--- src/rtl/fft_sdf_stage.sv ---
// fft_sdf_stage: radix-2 single-path delay-feedback butterfly stage.
// Pairs samples H = 2^(STG-1) apart inside each 2^STG sub-block. Sums leave
// immediately; differences are parked in the delay line and drained during the
// next sub-block's load phase, or on idle cycles after the last block.
// Build option: define FFT_SDF_SCALE_EN to round every sum/difference back to
// DATA_W bits with (x+1)>>>1; otherwise results wrap modulo 2^DATA_W.
module fft_sdf_stage #(
  parameter int DATA_W = 16,
  parameter int ADDR_W = 10,
  parameter int STG    = 7
) (
  input  logic                iclk,
  input  logic                rst,
  input  logic                ien,
  input  logic [ADDR_W-1:0]   iaddr,
  input  logic [2*DATA_W-1:0] idata,
  output logic                oen,
  output logic [ADDR_W-1:0]   oaddr,
  output logic [2*DATA_W-1:0] odata
);

  localparam int H     = 1 << (STG - 1);
  localparam int CNT_W = (STG > 1) ? STG - 1 : 1;
  localparam logic [CNT_W-1:0] CNT_LAST = CNT_W'(H - 1);

  typedef enum logic {IDLE, DRAIN} state_t;

  state_t               state;
  logic [CNT_W-1:0]     drain_cnt;
  logic                 started;
  logic [2*DATA_W-1:0]  dline [H];

  logic                 phase, blk_end, calc, load;
  logic                 drain_idle, drain_emit, shift;
  logic [2*DATA_W-1:0]  tail, sum_w, diff_w, push_w;

  // Only the sub-block position bits steer this stage; the rest of the
  // frame address travels along implicitly through the output counter.
  logic unused_iaddr;
  assign unused_iaddr = ^iaddr;

  // One butterfly leg for one component, with the selected result handling.
  function automatic logic [DATA_W-1:0] bfly(input logic [DATA_W-1:0] a,
                                             input logic [DATA_W-1:0] b,
                                             input logic              sub);
`ifdef FFT_SDF_SCALE_EN
    logic signed [DATA_W:0] w;
    w = sub ? ({a[DATA_W-1], a} - {b[DATA_W-1], b})
            : ({a[DATA_W-1], a} + {b[DATA_W-1], b});
    w = w + (DATA_W+1)'(1);
    return w[DATA_W:1];
`else
    return sub ? (a - b) : (a + b);
`endif
  endfunction

  assign tail       = dline[H-1];
  assign phase      = iaddr[STG-1];
  assign blk_end    = ien && (iaddr[STG-1:0] == '1);
  assign calc       = ien && phase;
  assign load       = ien && !phase;
  // Idle cycles only drain until the next block has started loading.
  assign drain_idle = (state == DRAIN) && !ien && !started;
  assign drain_emit = (state == DRAIN) && (load || drain_idle);
  assign shift      = ien || drain_idle;

  assign sum_w  = {bfly(tail[2*DATA_W-1:DATA_W], idata[2*DATA_W-1:DATA_W], 1'b0),
                   bfly(tail[DATA_W-1:0],        idata[DATA_W-1:0],        1'b0)};
  assign diff_w = {bfly(tail[2*DATA_W-1:DATA_W], idata[2*DATA_W-1:DATA_W], 1'b1),
                   bfly(tail[DATA_W-1:0],        idata[DATA_W-1:0],        1'b1)};

  // Word entering the head of the delay line: difference, raw sample or zero.
  always_comb begin
    push_w = '0;
    if (calc)      push_w = diff_w;
    else if (load) push_w = idata;
  end

  // Delay line: data storage only, so no reset; contents are overwritten
  // before they can ever reach the output.
  always_ff @(posedge iclk) begin
    if (shift) begin
      dline[0] <= push_w;
      for (int i = 1; i < H; i++) dline[i] <= dline[i-1];
    end
  end

  // Drain controller: a block end (re)starts a drain of H stored differences.
  always_ff @(posedge iclk or posedge rst) begin
    if (rst) begin
      state     <= IDLE;
      drain_cnt <= '0;
      started   <= 1'b0;
    end else if (blk_end) begin
      state     <= DRAIN;
      drain_cnt <= '0;
      started   <= 1'b0;
    end else if (state == DRAIN) begin
      if (load) started <= 1'b1;
      if (drain_emit) begin
        if (drain_cnt == CNT_LAST) begin
          state     <= IDLE;
          drain_cnt <= '0;
        end else begin
          drain_cnt <= drain_cnt + 1'b1;
        end
      end
    end
  end

  // Registered outputs: calc sum beats drain, idle emits zero with oen low.
  always_ff @(posedge iclk or posedge rst) begin
    if (rst) begin
      oen   <= 1'b0;
      odata <= '0;
      oaddr <= '1;
    end else begin
      oen <= calc || drain_emit;
      if (calc)            odata <= sum_w;
      else if (drain_emit) odata <= tail;
      else                 odata <= '0;
      if (calc || drain_emit) oaddr <= oaddr + 1'b1;
    end
  end

endmodule

--- config.mk ---
export PLATFORM = sky130hd
export DESIGN_NAME = fft_sdf_stage
export DESIGN_NICKNAME = d
export VERILOG_FILES = /design/src/rtl/fft_sdf_stage.sv
export SDC_FILE = /design/constraint.sdc
export NUM_CORES = 1
export LEC_CHECK = 0
export CORE_ASPECT_RATIO = 1.5
export CORE_MARGIN = 4
export CORE_UTILIZATION = 25
export CTS_BUF_LIST = sky130_fd_sc_hd__clkbuf_4
export DETAILED_ROUTE_END_ITERATION = 6
export GPL_ROUTABILITY_DRIVEN = 0
export HOLD_SLACK_MARGIN = 0.15
export MAX_ROUTING_LAYER = met4
export PLACE_DENSITY_LB_ADDON = 0.08
export SKIP_CTS_REPAIR_TIMING = 1
export SYNTH_ARGS = -nofsm -noshare
export SYNTH_HDL_FRONTEND = slang
export SYNTH_SLANG_ARGS = --single-unit
--- constraint.sdc ---
create_clock -name iclk -period 84 [get_ports iclk]
set_clock_uncertainty 0.2 [all_clocks]
set_input_delay 8.4 -clock iclk [delete_from_list [all_inputs] [get_ports iclk]]
set_output_delay 8.4 -clock iclk [all_outputs]
set_load 0.01 [all_outputs]
Word level (Yosys, flattened, before mapping)
Memories as Yosys holds them, arrays and structs flattened.
Index checks and enable logic that the tools add are counted.
W data, S select, Z words.
{"block": "word_totals", "regBits": 51, "ramBits": 2048, "out_inout_bits": 43, "mem_count": 1, "input_bits": 45}
{"block": "op_classes", "n_mux": 17, "reduce_logical": 17, "eq_ne": 2, "addsub": 6}
{"memory": "dline", "depth": 64, "width": 32, "rd": 64, "rd_ports_with_merged_regs": 0, "write_ports": 64, "line": "31", "source": "logic [2*DATA_W-1:0] dline [H];"}
{"cell": "$mux W32", "count": 4}
{"cell": "$add A16 B16 Y16", "count": 2}
{"cell": "$sub A16 B16 Y16", "count": 2}
{"cell": "$mux W6", "count": 4}
{"cell": "$add A10 B1 Y10 const B", "count": 1}
{"cell": "$mux W1", "count": 9}
{"cell": "$eq A7 B7 Y1 const B", "count": 1}
{"cell": "$add A6 B1 Y6 const B", "count": 1}
{"cell": "$eq A6 B6 Y1 const B", "count": 1}
{"cell": "$logic_and A1 B1 Y1", "count": 6}
{"cell": "$reduce_bool A2 Y1", "count": 3}
{"cell": "$reduce_and A2 Y1", "count": 2}
{"cell": "$logic_not A1 Y1", "count": 3}
{"cell": "$logic_or A1 B1 Y1", "count": 3}

Longest topological paths before layout
{"block": "depth", "depth_word": 8, "depth_mapped": 10, "ltp_nobuf": 10}

Worst setup path after synthesis
OpenSTA, ideal clock, no wires.
{"block": "synth_path", "path_kind": "in2reg", "from": "in ien", "to": "reg oaddr[7]", "path_stages": 5, "setup_slack_ns": 27.102, "setup_time_ns": 0.078, "t_arrival_ns": 56.620, "path_cell_list": "a21o_1 o21ai_2 nor2_1 nand3_1 xnor2_1"}
{"block": "synth_via", "elab_chain_cells": 6, "word_cells_on_any_way": 8, "classes_between": "8 x reduce/logical"}
{"item": "start, declared", "line": "14", "source": "input logic ien,"}
{"item": "$logic_not A1 Y1", "line": "63", "source": "assign drain_idle = (state == DRAIN) && !ien && !started;"}
{"item": "$logic_and A1 B1 Y1 (2 in a row)", "line": "63"}
{"item": "$logic_or A1 B1 Y1", "line": "64", "source": "assign drain_emit = (state == DRAIN) && (load || drain_idle);"}
{"item": "$logic_and A1 B1 Y1", "line": "64"}
{"item": "$logic_or A1 B1 Y1 *", "line": "122", "source": "if (calc || drain_emit) oaddr <= oaddr + 1'b1;"}
{"item": "end signal, assigned", "line": "122"}
{"item": "end, declared", "line": "18", "source": "output logic [ADDR_W-1:0] oaddr,"}
Mark *: on every way between the ends. The rest lies on a longest branch, timed or not.
A chain may end at the register's enable or synchronous reset.

==> results.tsv <==
stage	metric	value	unit
run_status	status	finished with violations	
run_status	violations	DRC	
clocking	htree_levels	6	
die	dieHeight	643	um
die	start_util	0.252	
sta	setup_violations	0	
layout	area_growth	18.7	%
route	drc	1	
clocking	cts.clk_slew.worst_paths	0.06	ns
layout	nNetsFinal	3527	
sta	clock.fmax	80.7	MHz
power_and_ir_drop	peakVddDrop	0.0115	mV
die	core	267000	um^2
worst_setup_path	regToRegSetupSlack	78.93	ns
die	dieArea	277000	um^2
logic_synthesis	syn_nets	2881	
route	wl_per_cell	15.6	um
clocking	clockRootBuffer	clkbuf_4	
place	dp_hpwl	52800	um
worst_setup_path	critPathLaunchType	input pin	
worst_setup_path	cpMostUsedCell	buf_4	
route	ant_nets	0	
logic_synthesis	synth_edf_count	2048	
die	dieWidth	431	um
logic_synthesis	yosysSeqAreaShare	0.934	
layout	final_area	79800	um^2
logic_synthesis	synthFlopType	edfxtp_1	
layout	final_common_cell	edfxtp_1	
min_path	hold_path.class	flop to flop	
route	drt_iter0_markers	2335	
logic_synthesis	yosysUniqueCellTypes	79	
place	placed_area	72600	um^2
global_routing	grt_max_degree	221	
sta	post-route-period-util	0.148	
layout	final_cell_mix	2,048 x edfxtp_1, 789 x clkbuf_4, 82 x clkdlybuf4s50_1	
worst_setup_path	cp_data_arrival_time	12.97	ns
clocking	clock-sinks	2099	
clocking	insertion_delay	1.21	ns
sta	maxSlewViolCount	0	
logic_synthesis	ys_warn_count	0	
layout	fill_cells	25900	
worst_setup_path	max_stage_delay	0.95	ns
worst_setup_path	worst-setup-path-type	input pin to flop	
logic_synthesis	postSynthAreaPerCell	24.3	um^2
route	routed_wl	114000	um
route	vias	28300	
global_routing	first_global_vias	30100	
logic_synthesis	syn_inst	2770	
layout	drive_gt1_frac	0.239	
global_routing	grt_usage	0.0820	
worst_setup_path	crit_slowest_cell	buf_4	
sta	rsz0062_at_grt	false	
route	dr.pass1.iters	7	
power_and_ir_drop	cellLeakagePower	0.0275	uW
sta	fin_crit	12.40	ns
sta	maxSlewHeadroom	0.178	
sta	tns	0	ns
logic_synthesis	syn_area	67200	um^2
clocking	cts.path.max_buffers	4	
clocking	cts_tree	done	
worst_setup_path	cp_cell_sequence	buf_2 > buf_4 > a21o_4 > buf_12 > buf_12 > buf_4 > buf_4	
route	viasPerCell	3.88	
worst_setup_path	crit_path_end_kind	flop	
place	portBuffers	84	
global_routing	grt_pass1_wl	177000	um
die	io_pins	88	
logic_synthesis	ys_ff_latch	2099	
flow_run	maxCapViolCount	0	
worst_setup_path	worstPathMaxFanout	195	
die	rows	232	
clocking	numCtsBuffers	551	
global_routing	overflow	0	
sta	hold_viol	0	
logic_synthesis	async_flop_share	0.0243	
worst_setup_path	cp_data_required_time	84.57	ns
sta	worst_pin_slew	1.23	ns
global_routing	antenna_found_initial	34	
power_and_ir_drop	power_density	29.3	nW/um^2
## area by class of cell
cell class / count / area (um^2) / area share
flip-flops and latches: 2099 / 62800 / 0.787
repair buffers: 129 / 1310 / 0.0165
clock buffers: 789 / 5920 / 0.0742
well taps: 3510 / 4390 / 0.0551
inverters: 60 / 226 / 0.00284
clock inverters: 124 / 1010 / 0.0126
multi-input cells: 575 / 4070 / 0.0510
diodes: 22 / 55.1 / 0.000690
## worst paths after layout
kind | startpoint | end | depth (start not counted)
max | ien | dline[1][154]$_DFFE_PP_ | 7
min | dline[0][775]$_DFFE_PP_ | dline[0][807]$_DFFE_PP_ | 0
max reg2reg | state$_DFF_PP0_ | dline[1][154]$_DFFE_PP_ | 5
min reg2reg | dline[0][775]$_DFFE_PP_ | dline[0][807]$_DFFE_PP_ | 0
max in group asynchronous | rst | odata[19]$_DFF_PP0_ | 3
min in group asynchronous | rst | odata[6]$_DFF_PP0_ | 3
## registers in the layout (all words and copies together), names as in the netlist
name / flops
dline: 2048
drain_cnt: 6
oen: 1
oaddr: 10
started: 1
odata: 32
state: 1
## layer usage
layer  routed length [um]  share of wire  global-route usage
met5                    0              0                   -
met4                 4540          0.040              0.0455
met3                 9300          0.081              0.0335
met2                45200           0.40               0.102
met1                55300           0.48               0.112
## stage by stage
step | hold WS (ns) | setup WS [ns] | power [uW] | utilization | instances
2_1_floorplan | 0.200 | 27.10 | 1570 | - | 2770
6_report | 0.132 | 71.60 | 2340 | 0.299 | 7308
4_1_cts | 0.103 | 71.61 | 2400 | 0.298 | 7263
3_3_place_gp | 0.201 | 70.34 | 1460 | 0.272 | 6350
5_1_grt | 0.150 | 71.32 | 2470 | 0.299 | 7307
3_5_place_dp | 0.205 | 70.08 | 1460 | 0.272 | 6350
## kinds of logic after synthesis
logic type	count (synthesis)	synth area share
DFF	2099	0.934
buffers and inverters	96	0.00573
adders and majority gates	66	0.0127
xor gates and xnor gates	46	0.00599
and+or+nand+nor	244	0.0187
muxes	15	0.00225
AOI/OAI and AO/OA	204	0.0207
## Yosys cell counts (all sizes together), types with 5 or more instances
master  instances  area share
edfxtp       2048        0.91
ha             62       0.012
inv            59      0.0033
nand2          57      0.0032
nor2           55      0.0031
o21ai          54      0.0041
a21oi          50      0.0038
dfrtp          41       0.015
xnor2          33      0.0043
nand2b         25      0.0023
nand3          25      0.0019
clkbuf         22      0.0012
nor2b          15      0.0014
buf            14      0.0012
mux2i          14      0.0021
xor2           13      0.0017
a211oi         12      0.0013
a21o           12      0.0013
a31oi          12      0.0011
nor3           12     0.00089
and2           11      0.0010
dfstp          10      0.0039
nand4           8     0.00074
o21bai          7     0.00078
and3            6     0.00056
o22ai           6     0.00056
o31ai           6     0.00087
or3             6     0.00056
nor4            5     0.00069
o41ai           5      0.0012
## critical path: cells and delay by family
kind	cells	cell delay, ns
AOI/OAI and AO/OA	1	0.72
buffers and inverters	6	3.44
## report_power, final
group	leakage [uW]	internal [uW]	switching (uW)
logic	0.00249	28.0	72.1
clock network	0.00412	485	412
registers	0.0208	1300	37.1
(Power assumes the default switching activity.)
